### config.mk
export PLATFORM = sky130hd
export DESIGN_NAME = button_toggle_bank_flat
export DESIGN_NICKNAME = d
export VERILOG_FILES = /design/src/rtl/button_toggle_bank_pkg.sv /design/src/rtl/button_toggle_bank_if.sv /design/src/rtl/button_toggle_bank_debounce.sv /design/src/rtl/button_toggle_bank.sv /design/src/flat_wrapper.sv
export SDC_FILE = /design/constraint.sdc
export NUM_CORES = 1
export LEC_CHECK = 0
export CAP_MARGIN = 20
export CORE_ASPECT_RATIO = 0.9
export CORE_MARGIN = 2
export CORE_UTILIZATION = 30
export CTS_CLUSTER_DIAMETER = 40
export DETAILED_ROUTE_END_ITERATION = 12
export PLACE_DENSITY = 0.59
export SETUP_SLACK_MARGIN = 0.1
export SLEW_MARGIN = 30
export SYNTH_ARGS = -nofsm -noshare
export SYNTH_HDL_FRONTEND = slang
export SYNTH_SLANG_ARGS = --single-unit
### constraint.sdc
create_clock -name clk -period 3.1 [get_ports clk]
set_input_delay 0.93 -clock clk [delete_from_list [all_inputs] [get_ports clk]]
set_output_delay 0.93 -clock clk [all_outputs]
set_load 0.02 [all_outputs]
### src/rtl/button_toggle_bank_pkg.sv
// Shared types for the push-button toggle bank: per-channel FSM states and
// the encodings of the run-time mode select.
package button_pkg;

   typedef enum logic [1:0] {
      IDLE    = 2'b00,
      PRESS   = 2'b01,
      HELD    = 2'b11,
      RELEASE = 2'b10
   } btn_state_t;

   localparam logic MODE_TOGGLE    = 1'b0;
   localparam logic MODE_MOMENTARY = 1'b1;

   // True while the button is considered down by the FSM (drives momentary out).
   function automatic logic is_down(input btn_state_t s);
      return (s == PRESS) || (s == HELD);
   endfunction

endpackage

### src/rtl/button_toggle_bank_if.sv
// Button bank bus: raw buttons, mode/clear controls from the user side and
// the per-channel outputs and strobes back to it.
interface button_toggle_bank_if #(
   parameter int N_BTN = 4
) ();
   logic [N_BTN-1:0] btn;
   logic [N_BTN-1:0] mode;
   logic             clear;
   logic [N_BTN-1:0] out;
   logic [N_BTN-1:0] press_pulse;
   logic [N_BTN-1:0] release_pulse;

   modport master (
      output btn, mode, clear,
      input  out, press_pulse, release_pulse
   );

   modport slave (
      input  btn, mode, clear,
      output out, press_pulse, release_pulse
   );
endinterface

### src/rtl/button_toggle_bank_debounce.sv
// One button channel front end: two-flop synchroniser, polarity normalisation
// and a counter debouncer that accepts a level after DEBOUNCE_CYCLES stable cycles.
module button_debounce #(
   parameter int DEBOUNCE_CYCLES = 16,
   parameter bit ACTIVE_LOW      = 1'b1
) (
   input  logic clk,
   input  logic rst,
   input  logic btn,
   output logic stable
);
   localparam int CW = $clog2(DEBOUNCE_CYCLES + 1);
   localparam logic [CW-1:0] LAST = CW'(DEBOUNCE_CYCLES - 1);

   logic          s1_reg;
   logic          s2_reg;
   logic          stable_reg;
   logic [CW-1:0] count_reg;
   logic          pressed;

   // Synchroniser flops hold the raw level, so they reset to the released raw value.
   always_ff @(posedge clk or posedge rst) begin
      if (rst) begin
         s1_reg <= ACTIVE_LOW;
         s2_reg <= ACTIVE_LOW;
      end else begin
         s1_reg <= btn;
         s2_reg <= s1_reg;
      end
   end

   assign pressed = s2_reg ^ ACTIVE_LOW;

   always_ff @(posedge clk or posedge rst) begin
      if (rst) begin
         stable_reg <= 1'b0;
         count_reg  <= '0;
      end else if (pressed == stable_reg) begin
         count_reg  <= '0;
      end else if (count_reg == LAST) begin
         stable_reg <= pressed;
         count_reg  <= '0;
      end else begin
         count_reg  <= count_reg + 1'b1;
      end
   end

   assign stable = stable_reg;

endmodule

### src/rtl/button_toggle_bank.sv
// Bank of N_BTN debounced push-button channels, each with a press/hold/release
// FSM, a toggle latch and a toggle/momentary output mux selected at run time.
module button_toggle_bank
   import button_pkg::*;
#(
   parameter int N_BTN           = 4,
   parameter int DEBOUNCE_CYCLES = 16,
   parameter bit ACTIVE_LOW      = 1'b1
) (
   input logic                 clk,
   input logic                 rst,
   button_toggle_bank_if.slave bus
);
   logic [N_BTN-1:0] stable;
   logic [N_BTN-1:0] out_vec;
   logic [N_BTN-1:0] press_vec;
   logic [N_BTN-1:0] release_vec;

   generate
      for (genvar gi = 0; gi < N_BTN; gi++) begin : g_ch
         btn_state_t state_reg;
         btn_state_t state_next;
         logic       toggle_reg;
         logic       toggle_next;

         button_debounce #(
            .DEBOUNCE_CYCLES(DEBOUNCE_CYCLES),
            .ACTIVE_LOW     (ACTIVE_LOW)
         ) u_debounce (
            .clk   (clk),
            .rst   (rst),
            .btn   (bus.btn[gi]),
            .stable(stable[gi])
         );

         always_ff @(posedge clk or posedge rst) begin
            if (rst) begin
               state_reg  <= IDLE;
               toggle_reg <= 1'b0;
            end else begin
               state_reg  <= state_next;
               toggle_reg <= toggle_next;
            end
         end

         // The latch flips on the edge that enters PRESS so out changes with press_pulse.
         always_comb begin
            state_next  = state_reg;
            toggle_next = toggle_reg;
            unique case (state_reg)
               IDLE: begin
                  if (stable[gi]) begin
                     state_next  = PRESS;
                     toggle_next = ~toggle_reg;
                  end
               end
               PRESS:   state_next = HELD;
               HELD:    if (!stable[gi]) state_next = RELEASE;
               RELEASE: state_next = IDLE;
               default: state_next = IDLE;
            endcase
            if (bus.clear) toggle_next = 1'b0;
         end

         assign out_vec[gi]     = (bus.mode[gi] == MODE_MOMENTARY) ? is_down(state_reg) : toggle_reg;
         assign press_vec[gi]   = (state_reg == PRESS);
         assign release_vec[gi] = (state_reg == RELEASE);
      end
   endgenerate

   assign bus.out           = out_vec;
   assign bus.press_pulse   = press_vec;
   assign bus.release_pulse = release_vec;

endmodule

### src/flat_wrapper.sv
// flat-port wrapper written by rule: the top's interface ports become plain ports
module button_toggle_bank_flat import button_pkg::*;
#(
   parameter int N_BTN           = 4,
   parameter int DEBOUNCE_CYCLES = 16,
   parameter bit ACTIVE_LOW      = 1'b1
)
  (clk, rst, bus_btn, bus_mode, bus_clear, bus_out, bus_press_pulse, bus_release_pulse);
  button_toggle_bank_if #(.N_BTN(N_BTN)) bus_i ();
  input logic clk;
  input logic rst;
  input wire logic [$bits(bus_i.btn)-1:0] bus_btn;
  input wire logic [$bits(bus_i.mode)-1:0] bus_mode;
  input wire logic [$bits(bus_i.clear)-1:0] bus_clear;
  output wire logic [$bits(bus_i.out)-1:0] bus_out;
  output wire logic [$bits(bus_i.press_pulse)-1:0] bus_press_pulse;
  output wire logic [$bits(bus_i.release_pulse)-1:0] bus_release_pulse;
  assign bus_i.btn = bus_btn;
  assign bus_i.mode = bus_mode;
  assign bus_i.clear = bus_clear;
  assign bus_out = bus_i.out;
  assign bus_press_pulse = bus_i.press_pulse;
  assign bus_release_pulse = bus_i.release_pulse;
  button_toggle_bank #(.N_BTN(N_BTN), .DEBOUNCE_CYCLES(DEBOUNCE_CYCLES), .ACTIVE_LOW(ACTIVE_LOW)) u_core (.clk(clk), .rst(rst), .bus(bus_i));
endmodule
# After elaboration in Yosys (flattened, before gate mapping)
# Cells that the tools add are included.
# W data, S select, Z words.
[classes]
addsub = 4
n_mul = 0
div_mod_pow = 0
n_lt_le_gt_ge = 0
eq_ne = 28
n_shift = 0
mux = 36
n_bitwise = 12
reduce_logical = 28
[ops]
columns = ["operator", "count"]
rows = [
  ["$mux W5", 8],
  ["$pmux W2 S4", 4],
  ["$reduce_and A2 Y1", 12],
  ["$add A5 B1 Y5 const B", 4],
  ["$eq A5 B4 Y1 const B", 4],
  ["$eq A2 B2 Y1 const B", 8],
  ["$mux W1", 16],
  ["$mux W2", 8],
  ["$ne A2 B2 Y1 const B", 8],
  ["$reduce_bool A2 Y1", 8],
  ["$not A1 Y1", 12],
  ["$eq A2 B1 Y1 const B", 4],
  ["$logic_not A2 Y1", 4],
  ["$eq A1 B1 Y1", 4],
  ["$logic_or A1 B1 Y1", 4],
]
[word_totals]
regBits = 44
latch_bits = 0
ram_bits = 0
mem_bits_ro = 0
in_bits = 11
output_inout_bits = 12
wordCells = 132
mem_count = 0

# Logic depth before layout (Yosys ltp)
# Gate-level depths: netlist (run 1).
[depth]
word_depth = 4
depth_mapped = 4
mapped_depth_nobuf = 4

# Modules after synthesis
# A second synthesis (run 1) with hierarchy kept.
[hier_totals]
hier_cells = 151
area_unflattened_um2 = 1880.6
[modules_own_cells]
columns = ["module", "n_inst", "cells_each", "area_each_um2", "seq_area_each_um2"]
rows = [
  ["button_debounce", 4, 24, 316.6, 202.7],
  ["button_toggle_bank", 1, 55, 614.3, 300.3],
]

# Worst setup path after synthesis (run 1)
# OpenSTA, ideal clock, no wires.
[synth_path]
path_type = "input-to-output"
start = "input port bus_mode[0]"
end = "output port bus_out[0]"
arrival_ns = 1.295
required_time_ns = 2.170
setup_slack_ns = 0.875
path_stages = 1
n_path_buf = 0
cell_sequence = "mux2_2"
[synth_between]
elab_chain_len = 1
[synth_rtl]
columns = ["element", "line_no", "source"]
rows = [
  ["start, declared", "flat_wrapper.sv:13", "input wire logic [$bits(bus_i.mode)-1:0] bus_mode;"],
  ["$mux W1", "button_toggle_bank.sv:65", "assign out_vec[gi] = (bus.mode[gi] == MODE_MOMENTARY) ? is_down(state_reg) : toggle_reg;"],
  ["end, declared", "flat_wrapper.sv:15", "output wire logic [$bits(bus_i.out)-1:0] bus_out;"],
]
# No other way between the ends.

# Final worst setup path (run 1)
[layout_path]
start = "input port bus_mode[1]"
end = "output port bus_out[1]"
# The elaborated chain is that of the path after synthesis.

==> flow_summary.toml, run 1 <==
[setup_path]
crit_slowest_cell = "sky130_fd_sc_hd__clkdlybuf4s50_1"
arrival_time_of_the_worst_setup_path_ps = 2030
critical_path_sink_type = "output pin"
cp_cell_sequence = "clkdlybuf4s50_1 > mux2_2 > dlygate4sd2_1"
critical-path-max-stage-delay_ps = 460
maximum_net_fanout_on_the_critical_path = 1
element_type_at_the_critical_path_start = "primary input"
critical_path_required_ps = 2170
timing_worst_setup_path_type = "primary input to output pin"

[flow_run]
timing.max_cap.violations = 0

[floorplan]
die_y_um = 76.16
initial_core_util_pct = 30.84
rows = 26
floorplan.io_pins = 23
die_outline_area_mm2 = 0.006410
floorplan.die.width_um = 84.17
core_region_area_mm2 = 0.005628

[routing]
detail_route.wl_per_cell_um = 10.75
ant_nets = 0
num_vias = 1034
postRouteWirelength_mm = 2.538
drtPass1Iterations = 4
drt-initial-drc-count = 65
route.detailed.vias_per_inst = 4.381
drt_drc_violations_left = 0

[outcome]
status = "complete, no violations"

[pwr]
total_leakage_power_nw = 1.029
total_chip_power_mw = 1.105
vdd.ir_drop.worst_uv = 232.2
pwr_density_cell_mw_per_mm2 = 517.0

[placement]
placement.cell_area_mm2 = 0.002036
dp.final_hpwl_mm = 1.748
place_congestion = 0.6864
io_buffer_count = 22
pre_cts_ws_ps = -84.68

[synthesis]
synthCells = 139
seq_area_frac_synth_pct = 64.02
synth.distinct_cells = 18
postSynthRegisterBits = 44
syn-cell-area_mm2 = 0.001735
synth_top_area_share_pct = 51.91
synth_top_area_cell = "sky130_fd_sc_hd__dfrtp_1"
synth.top_cells.by_area = "sky130_fd_sc_hd__dfrtp_1 (52%), sky130_fd_sc_hd__dfstp_2 (12%), sky130_fd_sc_hd__nor2_1 (4.3%)"
yosysWarnings = 0
syn_nets = 154
synthesis.area_per_instance_um2 = 12.48

[final_layout]
design.final.nets = 180
diodes = 0
largest_register_ff_count = 20
final_design_area_no_fill_mm2 = 0.002138
drive_above_1_share_pct = 14.46
area_growth_pct = 23.22

[min_path]
hold_class = "flip-flop to flip-flop"

[clocking]
clock_buffer_count_from_cts = 5
clock_path_buffers = 2
clock_tree.htree_level_count = 2
clock-root-buffer = "sky130_fd_sc_hd__clkbuf_8"
cts.hold.buffers_added = 0
clk_pin_slew_worst_paths_ps = 80
tritoncts_clock_tree = "yes"
clock_insertion_delay_worst_skew_ps = 300
clock_sinks = 44

[timing]
final-hold-violation-count = 0
tns_ps = 0
worst_slew_pin_slew_ps = 529.4
finalWorstPathRequiredPeriod_ps = 2956
timing.final.max_slew_violations = 0
clock_skew_ps = 6.506
final_min_period_over_clock_period_pct = 95.37
grt_setup_unrepaired = "false"
setup-violations-final = 0
fmax_mhz = 338.2
slew_headroom_pct = 64.71
final.setup.worst_slack_ps = 143.6

[global_route]
grt_first_pass_wirelength_mm = 4.519
grt_max_degree = 45
number_of_global_route_vias_before_repair = 984
gr_ovfl_total = 0
grt_util_all_layers_pct = 9.012
number_of_antenna_violations_at_the_first_check_in_global_routing = 0
==> path summary, 6_finish.rpt <==
| check | from | to | slack, ps | cells past startpoint |
|---|---|---|---|---|
| min in group asynchronous | rst | u_core.g_ch[2].u_debounce.count_reg[2]$_DFF_PP0_ | 1060 | 3 |
| max in group asynchronous | rst | u_core.g_ch[0].u_debounce.s2_reg$_DFF_PP1_ | 1660 | 3 |
| worst max-delay path | bus_mode[1] | bus_out[1] | 140 | 3 |
| worst max register to register | u_core.g_ch[1].u_debounce.count_reg[0]$_DFF_PP0_ | u_core.g_ch[1].u_debounce.count_reg[0]$_DFF_PP0_ | 1950 | 4 |
| worst min register to register | u_core.g_ch[3].u_debounce.s1_reg$_DFF_PP1_ | u_core.g_ch[3].u_debounce.s2_reg$_DFF_PP1_ | 350 | 0 |
| worst min-delay path | u_core.g_ch[3].u_debounce.s1_reg$_DFF_PP1_ | u_core.g_ch[3].u_debounce.s2_reg$_DFF_PP1_ | 350 | 0 |
==> critical path, delay by kind of cell <==
kind                   cells  cell delay [ps]
buffers and inverters      2              780
muxes                      1              320
==> stage by stage <==
stage	cells	hold WS, ps	utilization [%]
2_1_floorplan	139	345.2	-
3_3_place_gp	228	345.3	36.17
3_5_place_dp	228	347.2	36.17
4_1_cts	236	357.5	37.99
5_1_grt	236	355.4	37.99
6_report	236	353.0	37.99
==> metal layers <==
layer	up-vias	GRT usage (%)	routed length [µm]
li1	505	-	-
met1	506	11.41	1268
met2	15	13.10	1094
met3	8	3.359	108
met4	0	5.323	66
met5	-	0	0
==> placed cells by master (no fill, tap or decap), drive strengths merged <==
cell / n
nor2: 20
clkdlybuf4s50: 18
nor3b: 4
maj3: 2
ha: 4
dfrtp: 36
clkbuf: 6
buf: 1
mux2: 4
nand3: 8
and3: 4
xnor2: 8
dfstp: 8
o21ai: 8
nor2b: 6
inv: 4
bufinv: 1
and2: 6
dlygate4sd2: 4
clkinv: 2
xor2: 8
o31ai: 4
==> synth_stat cells <==
cell,instances
sky130_fd_sc_hd__and2_1,6
sky130_fd_sc_hd__and3_1,4
sky130_fd_sc_hd__clkbuf_1,4
sky130_fd_sc_hd__dfrtp_1,36
sky130_fd_sc_hd__dfstp_2,8
sky130_fd_sc_hd__ha_1,4
sky130_fd_sc_hd__inv_1,5
sky130_fd_sc_hd__maj3_1,2
sky130_fd_sc_hd__mux2_2,4
sky130_fd_sc_hd__nand3_1,8
sky130_fd_sc_hd__nor2_1,20
sky130_fd_sc_hd__nor2b_1,6
sky130_fd_sc_hd__nor3b_2,4
sky130_fd_sc_hd__o21ai_0,5
sky130_fd_sc_hd__o21ai_1,3
sky130_fd_sc_hd__o31ai_1,4
sky130_fd_sc_hd__xnor2_1,8
sky130_fd_sc_hd__xor2_1,8
==> kinds of logic after synthesis <==
logic type | synth area share, %
AO/OA/AOI/OAI | 4.037
XOR/XNOR | 8.075
adder cells (fa/ha/maj) | 4.038
buffers and inverters | 1.947
flip-flops | 64.02
multiplexers | 2.595
AND/OR/NAND/NOR | 15.29
==> power breakdown <==
| group | switching, mW | total (mW) | internal (mW) |
|---|---|---|---|
| clock | 0.187 | 0.426 | 0.239 |
| sequential | 0.0147 | 0.613 | 0.598 |
| combinational | 0.0332 | 0.0663 | 0.0331 |
| total | 0.235 | 1.11 | 0.871 |
==> final cells by class <==
| class | count | area (µm²) |
|---|---|---|
| fill | 574 | 3490 |
| inverter | 5 | 18.77 |
| sequential | 44 | 1111 |
| clock buffer | 6 | 72.57 |
| tap | 70 | 87.58 |
| clock inverter | 2 | 35.03 |
| multi-input combinational | 86 | 590.6 |
| timing repair buffer | 23 | 222.7 |
==> timing repair <==
action / 4_1_cts / 5_1_grt
setup endpoints to repair: 4 / 0
gates resized for setup: 4 / 0
buffers inserted: 0 / 0
No activity file was read; power rests on OpenSTA's default activity.
==> inputs of run 2 (changes only) <==
--- a/config.mk
+++ b/config.mk
@@ -7,7 +7,7 @@
 export LEC_CHECK = 0
 export CAP_MARGIN = 20
 export CORE_ASPECT_RATIO = 0.9
-export CORE_MARGIN = 2
+export CORE_MARGIN = 4
 export CORE_UTILIZATION = 30
 export CTS_CLUSTER_DIAMETER = 40
 export DETAILED_ROUTE_END_ITERATION = 12
==> run 2 against run 1 <==
  * Worst hold slack gained 4.4 ps
  * Critical endpoint unchanged
  * Clock power shrank 13%
  * Worst setup slack lost 17 ps
  * Highest routed layer unchanged
  * Final cell count shrank 1.3%
  * Critical path type unchanged
==> flow_summary.toml, run 2 (synthesis gave the netlist of run 1 again) <==
[setup_path]
critical-path-max-stage-delay_ps = 470
cp_cell_sequence = "clkdlybuf4s50_1 > mux2_2 > dlygate4sd2_1"
arrival_time_of_the_worst_setup_path_ps = 2040
element_type_at_the_critical_path_start = "primary input"
critPathBufInv = 2
timing.critical_path.max_delay_family = "buffers and inverters"
critical_path_sink_type = "output pin"
timing_worst_setup_path_type = "primary input to output pin"
maximum_net_fanout_on_the_critical_path = 1
crit_slowest_cell = "sky130_fd_sc_hd__clkdlybuf4s50_1"
critical_path_required_ps = 2170
timing.reg2reg.setup_slack_ps = 1930

[final_layout]
layout_commonest_cell = "sky130_fd_sc_hd__dfrtp_1"
area_growth_pct = 22.21
design.final.nets = 180
multi_input_area_um2 = 590.6
final_design_area_no_fill_mm2 = 0.002121
diodes = 0
largest_register_ff_count = 20
postLayoutCoreUtil_pct = 39.19
seqCellArea_mm2 = 0.001111
nFillCells = 538
most-common-layout-cells = "sky130_fd_sc_hd__dfrtp_1 (36), sky130_fd_sc_hd__nor2_1 (20), sky130_fd_sc_hd__clkdlybuf4s50_1 (18)"
drive_above_1_share_pct = 15.06

[floorplan]
core_region_area_mm2 = 0.005411
die_y_um = 80.16
initial_core_util_pct = 32.07
die_outline_area_mm2 = 0.007067
floorplan.die.width_um = 88.17
floorplan.io_pins = 23
rows = 25

[routing]
routed.top_layer = "met4"
detail_route.wl_per_cell_um = 12.63
drt_drc_violations_left = 0
ant_nets = 0
drtPass1Iterations = 3
route.detailed.vias_per_inst = 4.519
num_vias = 1053
routedLengthMet1_mm = 1.222
postRouteWirelength_mm = 2.943
detailroute.wirelength.met3_um = 155
met2_wirelength_mm = 1.480
drt-initial-drc-count = 58

[clocking]
clock_tree.htree_level_count = 2
tritoncts_clock_tree = "yes"
clock_buffer_count_from_cts = 5
clock_path_buffers = 2
clk_pin_slew_worst_paths_ps = 80
cts_setup_buffers = 0
cts.hold.buffers_added = 0
clock-root-buffer = "sky130_fd_sc_hd__clkbuf_8"
clock_sinks = 44
clock_insertion_delay_worst_skew_ps = 300

[pwr]
total_chip_power_mw = 1.050
pwr_density_cell_mw_per_mm2 = 495.3
vdd.ir_drop.worst_uv = 294.4
total_leakage_power_nw = 1.025

[min_path]
hold_class = "flip-flop to flip-flop"

[global_route]
number_of_global_route_vias_before_repair = 1156
number_of_antenna_violations_at_the_first_check_in_global_routing = 0
grt_first_pass_wirelength_mm = 5.154
grt_max_degree = 45
grt_util_all_layers_pct = 9.648
gr_ovfl_total = 0

[timing]
final_min_period_over_clock_period_pct = 95.92
tns_ps = 0
fmax_mhz = 336.3
clock_skew_ps = 3.298
final-hold-violation-count = 0
slew_headroom_pct = 65.36
worst_slew_pin_slew_ps = 519.6
grt_setup_unrepaired = "false"
setup-violations-final = 0
final.setup.worst_slack_ps = 126.4
timing.final.max_slew_violations = 0
finalWorstPathRequiredPeriod_ps = 2974

[placement]
dp.final_hpwl_mm = 2.128
place_congestion = 0.6498
placement.cell_area_mm2 = 0.002032
pre_cts_ws_ps = -100.3
io_buffer_count = 22

[flow_run]
timing.max_cap.violations = 0

[outcome]
status = "complete, no violations"
run 2: worst reg2reg max path, cell delays in order, from the launching register on:
cell and delay (ps):
sky130_fd_sc_hd__dfrtp_1 380, sky130_fd_sc_hd__ha_1 200, sky130_fd_sc_hd__nand3_1 140, sky130_fd_sc_hd__o21ai_1 250
sky130_fd_sc_hd__nor2_1 90
run 2: power by group:
group          leakage, nW  total (mW)  switching, mW  internal [mW]
combinational        0.397      0.0675         0.0341         0.0333
sequential           0.577       0.614         0.0156          0.598
clock               0.0510       0.369          0.191          0.178
total                 1.02        1.05          0.241          0.809
run 2: layout make-up:
type	instances	area share [%]
inverters	5	0.8850
well taps	67	3.953
multi-input cells	86	27.85
clock inverters	2	0.4720
flip-flops and latches	44	52.39
repair buffers	23	10.56
clock buffers	6	3.894
run 2: layer usage:
layer / track usage (%) / up-vias
li1: - / 506
met4: 6.344 / 0
met1: 10.53 / 520
met2: 15.47 / 18
met3: 3.692 / 9
met5: 0 / -
run 2: what timing repair did:
| item | 4_1_cts | 5_1_grt |
|---|---|---|
| resized for setup | 4 | 1 |
| setup endpoints to repair | 4 | 1 |
| cloned | 0 | 0 |
run 2: worst paths after layout:
path	from	end	cells past startpoint
worst min register to register	u_core.g_ch[2].u_debounce.s1_reg$_DFF_PP1_	u_core.g_ch[2].u_debounce.s2_reg$_DFF_PP1_	0
worst min-delay path	u_core.g_ch[2].u_debounce.s1_reg$_DFF_PP1_	u_core.g_ch[2].u_debounce.s2_reg$_DFF_PP1_	0
worst max register to register	u_core.g_ch[2].u_debounce.count_reg[0]$_DFF_PP0_	u_core.g_ch[2].u_debounce.count_reg[3]$_DFF_PP0_	4
max in group asynchronous	rst	u_core.g_ch[0].u_debounce.s1_reg$_DFF_PP1_	3
worst max-delay path	bus_mode[1]	bus_out[1]	3
min in group asynchronous	rst	u_core.g_ch[2].state_reg[1]$_DFFE_PP0P_	3
run 2: stage by stage:
step                hold WS (ps)  std cells
floorplan                  345.2        139
detailed placement         347.2        225
global placement           346.9        225
global route               365.2        233
CTS                        358.4        233
finish                     357.4        233
==> inputs of run 3 (changes only) <==
--- a/config.mk
+++ b/config.mk
@@ -5,13 +5,14 @@
 export SDC_FILE = /design/constraint.sdc
 export NUM_CORES = 1
 export LEC_CHECK = 0
+export ABC_AREA = 1
 export CAP_MARGIN = 20
 export CORE_ASPECT_RATIO = 0.9
 export CORE_MARGIN = 4
 export CORE_UTILIZATION = 30
 export CTS_CLUSTER_DIAMETER = 40
 export DETAILED_ROUTE_END_ITERATION = 12
-export PLACE_DENSITY = 0.59
+export PLACE_DENSITY = 0.58
 export SETUP_SLACK_MARGIN = 0.1
 export SLEW_MARGIN = 30
 export SYNTH_ARGS = -nofsm -noshare
==> run 3 against run 2 <==
  * Count of clock-buffer cells in the layout increased by 2
  * Critical path depth increased by 1
  * Clock power decreased by 2%
  * Combinational power increased by 42%
  * First-iteration DRC count decreased by 50%
  * Sequential cell count unchanged
  * Utilization decreased by 0.84 points
  * Non-clock buffer count unchanged
  * Synthesized cell count increased by 41%
  * Critical endpoint is now bus_out[2]
  * Largest cell class unchanged
==> flow_summary.toml, run 3 <==
[outcome]
status = "complete, no violations"

[final_layout]
final_design_area_no_fill_mm2 = 0.002233
nFillCells = 587
design.final.nets = 237
layout_commonest_cell = "sky130_fd_sc_hd__nor2_1"
area_growth_pct = 20.85
largest_register_ff_count = 20
most-common-layout-cells = "sky130_fd_sc_hd__nor2_1 (39), sky130_fd_sc_hd__dfrtp_1 (36), sky130_fd_sc_hd__nand2_1 (32), sky130_fd_sc_hd__inv_1 (18), sky130_fd_sc_hd__clkdlybuf4s50_1 (18)"
postLayoutCoreUtil_pct = 38.35
diodes = 0
multi_input_area_um2 = 631.9
drive_above_1_share_pct = 12.11
finalNonFillerCells = 293
seqCellArea_mm2 = 0.001111

[synthesis]
syn_nets = 211
synth.most_common_cell = "sky130_fd_sc_hd__nor2_1"
synth_compound_gate_area_share_pct = 4.942
yosysWarnings = 0
synth.distinct_cells = 17
synth_top_area_cell = "sky130_fd_sc_hd__dfrtp_1"
synth-edff-count = 0
synth_simple_gate_area_share_pct = 22.75
synth_top_area_share_pct = 48.75
seq_area_frac_synth_pct = 60.12
dominant_combinational_cell_family_by_area_after_synthesis = "simple AND/OR/NAND/NOR gates"
synth_adder_area_share_pct = 2.708
post_synth_xor_area_fraction_pct = 3.791
syn-cell-area_mm2 = 0.001848
netlist_top_cells_count = "sky130_fd_sc_hd__nor2_1 (39), sky130_fd_sc_hd__dfrtp_1 (36), sky130_fd_sc_hd__nand2_1 (32), sky130_fd_sc_hd__inv_1 (19), sky130_fd_sc_hd__nand3_1 (12)"
postSynth.topFlopCell = "sky130_fd_sc_hd__dfrtp_1"
synthMuxAreaShare_pct = 0
postSynthRegisterBits = 44
async_flop_share_pct = 100.0
synth.top_cells.by_area = "sky130_fd_sc_hd__dfrtp_1 (49%), sky130_fd_sc_hd__dfstp_2 (11%), sky130_fd_sc_hd__nor2_1 (7.9%)"
synthesis.area_per_instance_um2 = 9.429
synthCells = 196

[routing]
drtPass1Iterations = 4
ant_nets = 0
route.detailed.vias_per_inst = 4.341
drt-initial-drc-count = 29
drt_drc_violations_left = 0
postRouteWirelength_mm = 3.088
detail_route.wl_per_cell_um = 10.54
num_vias = 1272

[setup_path]
timing.critical_path.max_delay_family = "buffers and inverters"
element_type_at_the_critical_path_start = "primary input"
maximum_net_fanout_on_the_critical_path = 2
critPathBufInv = 2
arrival_time_of_the_worst_setup_path_ps = 1900
path_depth = 4
crit_path_start = "bus_mode[2]"
crit_slowest_cell = "sky130_fd_sc_hd__clkdlybuf4s50_1"
cp_cell_sequence = "clkdlybuf4s50_1 > nor2_1 > a21oi_1 > dlygate4sd2_1"
r2r.worst_path.cells = 4
critical_path_sink_type = "output pin"
timing_worst_setup_path_type = "primary input to output pin"
crit-reg2reg-launch = "u_core.g_ch[1].u_debounce.count_reg[0]$_DFF_PP0_"
critical_path_required_ps = 2170
critical-path-max-stage-delay_ps = 480

[timing]
timing.final.max_slew_violations = 0
final-hold-violation-count = 0
worst_slew_pin_slew_ps = 542.3
slew_headroom_pct = 63.85
clock_skew_ps = 3.013
fmax_mhz = 353.8
finalWorstPathRequiredPeriod_ps = 2827
final.hold.worst_slack_ps = 356.9
final_min_period_over_clock_period_pct = 91.18
grt_setup_unrepaired = "false"
setup-violations-final = 0

[clocking]
cts.hold.buffers_added = 0
clock_insertion_delay_worst_skew_ps = 280
clock_sinks = 44
post_cts_resized = 4
clock_tree.htree_level_count = 2
cts_setup_buffers = 0
clock_buffer_count_from_cts = 5
tritoncts_clock_tree = "yes"
clock-root-buffer = "sky130_fd_sc_hd__clkbuf_8"
clk_pin_slew_worst_paths_ps = 70
clock_path_buffers = 2

[floorplan]
floorplan.io_pins = 23
initial_core_util_pct = 31.74
floorplan.die.width_um = 90.73
core_region_area_mm2 = 0.005823
die_y_um = 82.46
die_outline_area_mm2 = 0.007482
rows = 26

[placement]
io_buffer_count = 22
dp.final_hpwl_mm = 2.184
placement.cell_area_mm2 = 0.002148
dp_cells = 285
place_congestion = 0.7486

[global_route]
gr_ovfl_total = 0
number_of_global_route_vias_before_repair = 1240
number_of_antenna_violations_at_the_first_check_in_global_routing = 0
grt_max_degree = 45
grt_util_all_layers_pct = 9.427
grt_first_pass_wirelength_mm = 5.526

[min_path]
timing.hold.worst_path_depth = 0
worstHoldStart = "u_core.g_ch[1].u_debounce.s1_reg$_DFF_PP1_"
hold_class = "flip-flop to flip-flop"

[flow_run]
timing.max_cap.violations = 0

[pwr]
pwr_density_cell_mw_per_mm2 = 484.5
vdd.ir_drop.worst_uv = 193.3
total_leakage_power_nw = 1.066
run 3: changes by cell type after synthesis, moves of 8 or more:
cell,before,now
sky130_fd_sc_hd__inv_1,5,19
sky130_fd_sc_hd__nand2_1,0,32
sky130_fd_sc_hd__nor2_1,20,39
sky130_fd_sc_hd__xor2_1,8,0
run 3: stage by stage:
step	total power, mW	TNS [ps]	setup WS (ps)
5_1_grt	1.150	0	188.7
6_report	1.082	0	273.5
2_1_floorplan	0.6958	0	873.3
4_1_cts	1.102	0	258.5
3_5_place_dp	0.7386	-16.57	-9.731
3_3_place_gp	0.7362	0	2.622
run 3: cell families after synthesis:
group / Yosys count
xor+xnor: 8
compound gates: 16
flops: 44
fa+ha+maj: 4
buf+inv: 28
simple gates: 96
run 3: report_power, final:
part / switching [mW] / internal [mW] / total [mW] / leakage, nW
sequential: 0.0235 / 0.603 / 0.626 / 0.573
combinational: 0.0521 / 0.0438 / 0.0959 / 0.448
clock: 0.178 / 0.182 / 0.360 / 0.0455
total: 0.254 / 0.828 / 1.08 / 1.07
run 3: layout make-up:
class | instances | area share (%)
Multi-Input combinational cell | 124 | 28.29
Timing Repair Buffer | 23 | 9.972
Inverter | 24 | 4.034
Sequential cell | 44 | 49.75
Tap cell | 70 | 3.922
Clock buffer | 8 | 4.034
run 3: worst register-to-register path: stages (launching register included):
cell and delay, ps:
sky130_fd_sc_hd__dfrtp_1 390, sky130_fd_sc_hd__ha_1 240, sky130_fd_sc_hd__nand4_2 160, sky130_fd_sc_hd__nand2_1 120, sky130_fd_sc_hd__nor2_1 50
run 3: path summary, 6_finish.rpt:
path                                                               endpoint  slack, ps
hold / removal                   u_core.g_ch[1].u_debounce.s2_reg$_DFF_PP1_        360
max in group asynchronous        u_core.g_ch[0].u_debounce.s2_reg$_DFF_PP1_       1650
min in group asynchronous  u_core.g_ch[0].u_debounce.count_reg[2]$_DFF_PP0_       1070
hold reg to reg                  u_core.g_ch[1].u_debounce.s2_reg$_DFF_PP1_        360
setup reg to reg           u_core.g_ch[1].u_debounce.count_reg[0]$_DFF_PP0_       2020
setup / recovery                                                 bus_out[2]        270
run 3: per-layer routing:
layer  wire (µm)  part of all wire [%]  global-route usage [%]  up-vias
met5           0                     0                       0        -
met4          26                  0.84                   3.211        0
met3         169                   5.5                   4.348        4
met2        1358                    44                   15.03       21
met1        1533                    50                   11.40      580
li1            -                     -                       -      667
